File: config.mk
export PLATFORM = sky130hd
export DESIGN_NAME = uart_frame_rx
export DESIGN_NICKNAME = d
export VERILOG_FILES = /design/src/rtl/uart_frame_rx.sv
export SDC_FILE = /design/constraint.sdc
export NUM_CORES = 1
export LEC_CHECK = 0
export BUFFER_PORTS_ARGS = -buffer_cell sky130_fd_sc_hd__buf_2
export CORE_ASPECT_RATIO = 1.1
export CORE_MARGIN = 3
export CORE_UTILIZATION = 50
export DETAILED_ROUTE_END_ITERATION = 8
export PLACE_DENSITY = 0.84
export SKIP_CTS_REPAIR_TIMING = 1
export SLEW_MARGIN = 20
export SYNTH_ARGS = -nofsm -noshare
export SYNTH_HDL_FRONTEND = slang
export SYNTH_SLANG_ARGS = --single-unit
File: constraint.sdc
create_clock -name clk -period 3.9 [get_ports clk]
set_clock_uncertainty 0.15 [all_clocks]
set_input_delay 0.975 -clock clk [delete_from_list [all_inputs] [get_ports clk]]
set_output_delay 0.975 -clock clk [all_outputs]
set_load 0.1 [all_outputs]
File: src/rtl/uart_frame_rx.sv
// uart_frame_rx: collects bytes from the UART receiver into a fixed-length,
// LSB-first frame and hands it to the consumer with a valid/ack handshake.
// Partial frames are abandoned after an inter-byte idle timeout. Bytes that
// arrive while a finished frame is still unacknowledged are dropped and
// flagged in the sticky overrun bit.
module uart_frame_rx #(
  parameter int unsigned FRAME_BYTES    = 40,
  parameter int unsigned TIMEOUT_CYCLES = 1000000
) (
  input  logic                       clk,
  input  logic                       rst,
  input  logic                       uart_read_done,
  input  logic [7:0]                 read_data,
  input  logic                       frame_ack,
  output logic [8*FRAME_BYTES-1:0]   data,
  output logic                       frame_valid,
  output logic                       frame_err,
  output logic                       overrun,
  output logic [7:0]                 byte_cnt,
  output logic [3:0]                 sta
);

  typedef enum logic [1:0] {
    IDLE = 2'd0,
    RECV = 2'd1,
    HOLD = 2'd2,
    ERR  = 2'd3
  } state_t;

  localparam logic [7:0]  LAST_IDX = 8'(FRAME_BYTES - 1);
  localparam logic        SINGLE   = (FRAME_BYTES == 1);
  localparam logic        TO_EN    = (TIMEOUT_CYCLES != 0);
  localparam logic [32:0] TO_LIMIT = 33'(TIMEOUT_CYCLES);

  state_t                   r_state;
  logic                     r_rd_q;
  logic [8*FRAME_BYTES-1:0] r_data;
  logic                     r_frame_valid;
  logic                     r_frame_err;
  logic                     r_overrun;
  logic [7:0]               r_byte_cnt;
  logic [31:0]              r_to_cnt;

  logic                     w_strobe;
  logic                     w_cap;
  logic [7:0]               w_cap_idx;
  logic [32:0]              w_to_next;
  logic                     w_to_hit;

  // Rising-edge detect on the receiver's byte-ready level
  always_ff @(posedge clk or negedge rst) begin
    if (!rst) r_rd_q <= 1'b0;
    else      r_rd_q <= uart_read_done;
  end

  // Strobe, capture enable/slot and timeout-threshold decode
  always_comb begin
    w_strobe  = uart_read_done & ~r_rd_q;
    w_cap     = 1'b0;
    w_cap_idx = 8'd0;
    case (r_state)
      IDLE, ERR: w_cap = w_strobe;
      RECV: begin
        w_cap     = w_strobe;
        w_cap_idx = r_byte_cnt;
      end
      HOLD:      w_cap = w_strobe & frame_ack;
      default:   w_cap = 1'b0;
    endcase
    // Timeout fires on the edge where the counter would reach the limit
    w_to_next = {1'b0, r_to_cnt} + 33'd1;
    w_to_hit  = TO_EN && (w_to_next >= TO_LIMIT);
  end

  // Byte lane write into the frame buffer; aborted partial data is kept
  always_ff @(posedge clk or negedge rst) begin
    if (!rst) begin
      r_data <= '0;
    end else if (w_cap) begin
      for (int unsigned i = 0; i < FRAME_BYTES; i++) begin
        if (i == 32'(w_cap_idx)) r_data[8*i +: 8] <= read_data;
      end
    end
  end

  // Frame assembly FSM with registered status outputs
  always_ff @(posedge clk or negedge rst) begin
    if (!rst) begin
      r_state       <= IDLE;
      r_frame_valid <= 1'b0;
      r_frame_err   <= 1'b0;
      r_overrun     <= 1'b0;
      r_byte_cnt    <= '0;
      r_to_cnt      <= '0;
    end else begin
      r_frame_err <= 1'b0;
      case (r_state)
        IDLE: begin
          r_byte_cnt <= '0;
          r_to_cnt   <= '0;
          if (w_strobe) begin
            if (SINGLE) begin
              r_state       <= HOLD;
              r_frame_valid <= 1'b1;
            end else begin
              r_state    <= RECV;
              r_byte_cnt <= 8'd1;
            end
          end
        end
        RECV: begin
          if (w_strobe) begin
            r_to_cnt <= '0;
            if (r_byte_cnt == LAST_IDX) begin
              r_state       <= HOLD;
              r_byte_cnt    <= '0;
              r_frame_valid <= 1'b1;
            end else begin
              r_byte_cnt <= r_byte_cnt + 8'd1;
            end
          end else if (w_to_hit) begin
            r_state     <= ERR;
            r_frame_err <= 1'b1;
            r_byte_cnt  <= '0;
            r_to_cnt    <= '0;
          end else if (r_to_cnt != '1) begin
            r_to_cnt <= r_to_cnt + 32'd1;
          end
        end
        HOLD: begin
          r_to_cnt <= '0;
          if (frame_ack) begin
            r_frame_valid <= 1'b0;
            r_overrun     <= 1'b0;
            if (w_strobe) begin
              if (SINGLE) begin
                r_frame_valid <= 1'b1;
              end else begin
                r_state    <= RECV;
                r_byte_cnt <= 8'd1;
              end
            end else begin
              r_state <= IDLE;
            end
          end else if (w_strobe) begin
            r_overrun <= 1'b1;
          end
        end
        ERR: begin
          r_byte_cnt <= '0;
          r_to_cnt   <= '0;
          if (w_strobe) begin
            if (SINGLE) begin
              r_state       <= HOLD;
              r_frame_valid <= 1'b1;
            end else begin
              r_state    <= RECV;
              r_byte_cnt <= 8'd1;
            end
          end else begin
            r_state <= IDLE;
          end
        end
        default: r_state <= IDLE;
      endcase
    end
  end

  assign data        = r_data;
  assign frame_valid = r_frame_valid;
  assign frame_err   = r_frame_err;
  assign overrun     = r_overrun;
  assign byte_cnt    = r_byte_cnt;
  assign sta         = {2'b00, r_state};

endmodule

==> results of run 1 <==
[where the power goes]
part	total (W)	internal [W]	switching [W]
combinational	0.00157	0.000258	0.00131
clock	0.00377	0.00226	0.00150
sequential	0.00402	0.00393	0.0000901
total	0.00935	0.00645	0.00291
[cells in the final DEF, fill, tap and decap left out, types with 13 or more instances in the layout]
cell,n
dfrtp_1,366
a21oi_1,15
nand2_1,26
xnor2_1,13
buf_4,47
nor3_1,17
conb_1,14
nor2_1,50
buf_2,343
clkbuf_16,39
mux2_2,321
nand3_1,24
[final timing paths]
kind / start / to / cells past startpoint
min in group asynchronous: rst / data[256]$_DFFE_PN0P_ / 1
hold / removal: data[2]$_DFFE_PN0P_ / data[2]$_DFFE_PN0P_ / 1
hold reg to reg: data[2]$_DFFE_PN0P_ / data[2]$_DFFE_PN0P_ / 1
setup / recovery: r_to_cnt[0]$_DFFE_PN0P_ / byte_cnt[0]$_DFFE_PN0P_ / 9
max in group asynchronous: rst / data[297]$_DFFE_PN0P_ / 2
setup reg to reg: r_to_cnt[0]$_DFFE_PN0P_ / byte_cnt[0]$_DFFE_PN0P_ / 9
[metal layers]
layer	wire, um	GRT usage, %
met3	2590	5.90
met1	16400	32.2
met4	1500	8.99
met2	20400	43.5
met5	0	0
[cells by family (layout without fill, tap and decap cells)]
logic type / after synthesis / count (layout) / synth area share (%)
mux: 327 / 327 / 24.7
compound gates: 64 / 64 / 3.12
buf+inv: 74 / 469 / 2.03
simple gates: 182 / 182 / 6.56
fa+ha+maj: 8 / 8 / 0.673
flops: 366 / 366 / 61.6
xor+xnor: 22 / 22 / 1.30
other cells: 1 / 14 / 0.0252
[sequential cells by signal, indices dropped and copies added, names as in the netlist]
register	count
byte_cnt	8
data	320
frame_err	1
frame_valid	1
overrun	1
r_rd_q	1
r_state	2
r_to_cnt	32
[metrics by stage]
stage                     total power [W]  cells
final                             0.00935   1820
after floorplan                   0.00528   1057
after CTS                         0.00942   1820
after global placement            0.00563   1753
after global routing              0.00967   1820
after detailed placement          0.00566   1753
[layout make-up]
type	instances	area [um^2]	share of cell area (%)
Multi-Input combinational cell	617	5460	29.4
Clock inverter	17	253	1.36
Inverter	9	33.8	0.182
Clock buffer	50	1060	5.70
Timing Repair Buffer	393	2120	11.5
Tap cell	368	460	2.48
Sequential cell	366	9160	49.4
[critical path: cells and delay by family, from the launching register on]
kind                       cells  cell delay, ns
adders and majority gates      1            0.31
and+or+nand+nor                4            1.24
muxes                          1            0.35
AOI/OAI and AO/OA              2            0.65
xor gates and xnor gates       1            0.10
DFF                            1            0.44
==> impl_metrics.json, run 1 <==
{
  "globalplace.congestion": 0.828,
  "cap_violations": 0,
  "grt_pass1_wl_um": 63700,
  "slowest_delay_ns": 0.53,
  "ys_types": 61,
  "num_rows": 65,
  "synth_area_mm2": 0.0149,
  "yosys.area.top_type": "dfrtp_1",
  "synth_edf_count": 0,
  "drc": 0,
  "tightest_slew_ns": 1.07,
  "ys_async_sr_fraction_pct": 100,
  "worstPathCellList": "ha_1, nand4_1, or4_4, nor3_1, xor2_1, a211oi_1, nand3_2, o21bai_2, mux2_1",
  "drt_wl_total_um": 40800,
  "cts_tree": "done",
  "clkTransAtPathRegs_ns": 0.06,
  "crit_fanout": 7,
  "start_util_pct": 51.2,
  "report.final.slew_viol_count": 0,
  "core_area_mm2": 0.0290,
  "rsz0062_at_grt": "no",
  "clockBufferDepth": 3,
  "holdWs_ns": 0.347,
  "fin_crit_sh_pct": 86.1,
  "grt_max_degree": 112,
  "slowest_stage": "or4_4",
  "worstSkewPairLatency_ns": 0.52,
  "powerDensity_mw_per_mm2": 504,
  "cts_buffers": 38,
  "seq_area_frac_synth_pct": 61.6,
  "final_core_util_pct": 63.9,
  "end_kind": "flip-flop",
  "r2r_setup_slack_ns": 0.54,
  "postSynthCellCount": 1044,
  "grtUsageTotal_pct": 25.6,
  "drt_first_pass_iters": 5,
  "cp.required_ns": 4.15,
  "nets": 1445,
  "grt-ovfl-total": 0,
  "ys.flop_type": "dfrtp_1",
  "ys_top_cells_by_count": "dfrtp_1, mux2_2, nor2_1, clkbuf_1, nand2_1",
  "finalCriticalPeriod_ns": 3.36,
  "post_drt_wl_per_cell_um": 22.4,
  "dpl.hpwl_um": 26700,
  "synth_warnings": 0,
  "start_kind": "flip-flop",
  "synthToLayoutAreaGrowth_pct": 24.7,
  "p_leak_nw": 10.2,
  "design_area_mm2": 0.0185,
  "vias_per_cell": 5.58,
  "synth_area_leaders": "dfrtp_1, mux2_2, nor2_1",
  "worstPathArrival_ns": 3.61,
  "ant_nets": 0,
  "hp-class": "reg2reg",
  "dieArea_mm2": 0.0319,
  "placed_area_mm2": 0.0172,
  "hold_viol": 0,
  "setup_ws_ns": 0.541,
  "worst_ir_drop_vdd_mv": 0.380,
  "place_ws_ns": 0.614,
  "n_fill_cell": 2148,
  "cts_root_buffer": "clkbuf_16",
  "num_vias": 10200,
  "avgSynthCellArea_um2": 14.2,
  "clkSinkCount": 366,
  "grt_pass1_vias": 10900,
  "diodes": 0,
  "status": "complete, no violations",
  "drive_above_1_share_pct": 54.9,
  "die_x_um": 170,
  "io_pins": 347,
  "maxSlewHeadroom_pct": 27.9,
  "setup_violations": 0,
  "synth_seq_cells": 366,
  "critPathKind": "reg2reg",
  "max_freq_mhz": 298,
  "antenna_found_initial": 0,
  "setup_tns_ns": 0,
  "drt_iter0_markers": 505,
  "fp.dieH_um": 187,
  "yosysMostFrequentCell": "dfrtp_1",
  "h-tree-depth": 2,
  "portBuffers": 344,
  "synth.top_cell.area_share_pct": 61.6
}
No activity file was read; power rests on OpenSTA's default activity.
==> run 2: changes to the inputs <==
--- a/config.mk
+++ b/config.mk
@@ -8,11 +8,12 @@
 export BUFFER_PORTS_ARGS = -buffer_cell sky130_fd_sc_hd__buf_2
 export CORE_ASPECT_RATIO = 1.1
 export CORE_MARGIN = 3
-export CORE_UTILIZATION = 50
+export CORE_UTILIZATION = 45
 export DETAILED_ROUTE_END_ITERATION = 8
-export PLACE_DENSITY = 0.84
+export PLACE_DENSITY = 0.78
 export SKIP_CTS_REPAIR_TIMING = 1
 export SLEW_MARGIN = 20
 export SYNTH_ARGS = -nofsm -noshare
 export SYNTH_HDL_FRONTEND = slang
 export SYNTH_SLANG_ARGS = --single-unit
+export TNS_END_PERCENT = 5
==> run 2 against run 1 <==
Net effect: total power increased by 0.28%; global-route usage decreased by 2.8 points; maximum frequency down 0.17%; combinational power hardly changed; hold slack improved by 0.0028 ns; non-clock buffer count is 4 lower; sequential power about the same; clock power about the same; via count decreased by 0.96%; die area up 11%; design area up 0.48%.
==> impl_metrics.json, run 2 (same netlist as run 1, synthesis figures left out) <==
{
  "worst_ir_drop_vdd_mv": 0.530,
  "maxSlewHeadroom_pct": 26.7,
  "die_x_um": 179,
  "clkTransAtPathRegs_ns": 0.06,
  "nets": 1442,
  "setup_tns_ns": 0,
  "cp.required_ns": 4.18,
  "crit_fanout": 20,
  "fp.dieH_um": 197,
  "cap_violations": 0,
  "slowest_stage": "or4_4",
  "num_vias": 10100,
  "grt_pass1_wl_um": 62400,
  "powerDensity_mw_per_mm2": 503,
  "layout_commonest_cell": "dfrtp_1",
  "regArea_mm2": 0.00916,
  "num_rows": 69,
  "p_leak_nw": 10.2,
  "start_util_pct": 45.8,
  "hp-class": "in2async",
  "dpl.hpwl_um": 27400,
  "report.final.slew_viol_count": 0,
  "finalPower_w": 0.00938,
  "finalCriticalPeriod_ns": 3.36,
  "globalplace.congestion": 0.875,
  "largest_reg_flops": 320,
  "max_freq_mhz": 297,
  "cts_root_buffer": "clkbuf_16",
  "clockBufferDepth": 3,
  "crit_buf_inv": 1,
  "critPathKind": "reg2reg",
  "n_fill_cell": 2655,
  "vias_per_cell": 5.36,
  "worstPathArrival_ns": 3.65,
  "startpoint": "r_to_cnt[0]$_DFFE_PN0P_",
  "core_area_mm2": 0.0325,
  "setup_violations": 0,
  "drive_above_1_share_pct": 54.8,
  "drt_wl_total_um": 40500,
  "synthToLayoutAreaGrowth_pct": 25.3,
  "start_kind": "flip-flop",
  "final_cell_mix": "dfrtp_1, buf_2, mux2_2, nor2_1, buf_4",
  "multi_input_area_mm2": 0.00546,
  "grt_max_degree": 99,
  "grtUsageTotal_pct": 22.8,
  "dieArea_mm2": 0.0353,
  "worstSkewPairLatency_ns": 0.53,
  "diodes": 0,
  "io_pins": 347,
  "status": "complete, no violations",
  "h-tree-depth": 2,
  "drc": 0,
  "grt_pass1_vias": 10800,
  "ant_nets": 0,
  "antenna_found_initial": 0,
  "end_kind": "flip-flop",
  "slowest_delay_ns": 0.55,
  "hold_viol": 0,
  "rr_startpoint": "r_to_cnt[0]$_DFFE_PN0P_",
  "cts_buffers": 39,
  "portBuffers": 344,
  "tightest_slew_ns": 1.10,
  "crit_family": "simple AND/OR/NAND/NOR gates",
  "worstPathCellList": "ha_1, nand4_1, or4_4, nor3_1, xor2_1, a211oi_1, nand3_2, or2_1, buf_4, a21oi_1",
  "fin_crit_sh_pct": 86.3,
  "cts_tree": "done",
  "drt_first_pass_iters": 5,
  "rsz0062_at_grt": "no",
  "clkSinkCount": 366,
  "drt_iter0_markers": 482,
  "grt-ovfl-total": 0,
  "post_drt_wl_per_cell_um": 21.6
}
[run 2: cell count changes in the layout (fill, tap and decap cells not counted), moves of 2 or more]
cell	before	now
buf_12	2	4
inv_6	0	2
clkinv_4	3	0
clkinv_2	5	8
buf_4	47	41
clkinv_8	2	0
[run 2: layout make-up]
class,instances,share of cell area (%)
Clock inverter,17,1.26
Multi-Input combinational cell,617,29.3
Clock buffer,52,5.88
Timing Repair Buffer,389,11.4
Tap cell,426,2.86
Inverter,9,0.181
Sequential cell,366,49.1
[run 2: metrics by stage]
stage / instances / instance area [um^2] / hold slack [ns] / setup slack [ns] / utilization, %
2_1_floorplan: 1057 / 14900 / 0.400 / 0.478 / -
3_3_place_gp: 1807 / 17300 / 0.332 / 0.397 / 53.3
3_5_place_dp: 1807 / 17300 / 0.338 / 0.315 / 53.3
4_1_cts: 1876 / 18600 / 0.351 / 0.537 / 57.4
5_1_grt: 1876 / 18600 / 0.362 / 0.281 / 57.4
6_report: 1876 / 18600 / 0.350 / 0.536 / 57.4
[run 2: path summary, 6_finish.rpt]
| kind | end | slack [ns] | cells past startpoint |
|---|---|---|---|
| max in group asynchronous | data[312]$_DFFE_PN0P_ | 2.21 | 2 |
| max | r_to_cnt[16]$_DFFE_PN0P_ | 0.54 | 10 |
| max reg2reg | r_to_cnt[16]$_DFFE_PN0P_ | 0.54 | 10 |
| min in group clk | data[188]$_DFFE_PN0P_ | 0.35 | 1 |
| min reg2reg | data[188]$_DFFE_PN0P_ | 0.35 | 1 |
| min | data[133]$_DFFE_PN0P_ | 0.35 | 1 |
[run 2: routing by layer]
metal | up-vias | global-route usage, % | wire length, um
li1 | 4443 | - | -
met1 | 5195 | 28.7 | 16100
met2 | 335 | 38.1 | 20100
met3 | 88 | 6.18 | 2800
met4 | 0 | 8.25 | 1570
met5 | - | 0 | 0
[run 2: report_power, final]
group	switching [W]	leakage, nW	internal (W)
combinational	0.00132	4.47	0.000261
clock	0.00151	0.655	0.00227
sequential	0.0000909	5.05	0.00393
total	0.00293	10.2	0.00645
[run 2: worst register-to-register path: cells and delay by family (launching register included)]
kind                     cells  cell delay [ns]
XOR/XNOR                     1             0.10
AND/OR/NAND/NOR              5             1.61
adder cells (fa/ha/maj)      1             0.31
buffers and inverters        1             0.22
flip-flops                   1             0.43
AO/OA/AOI/OAI                2             0.45
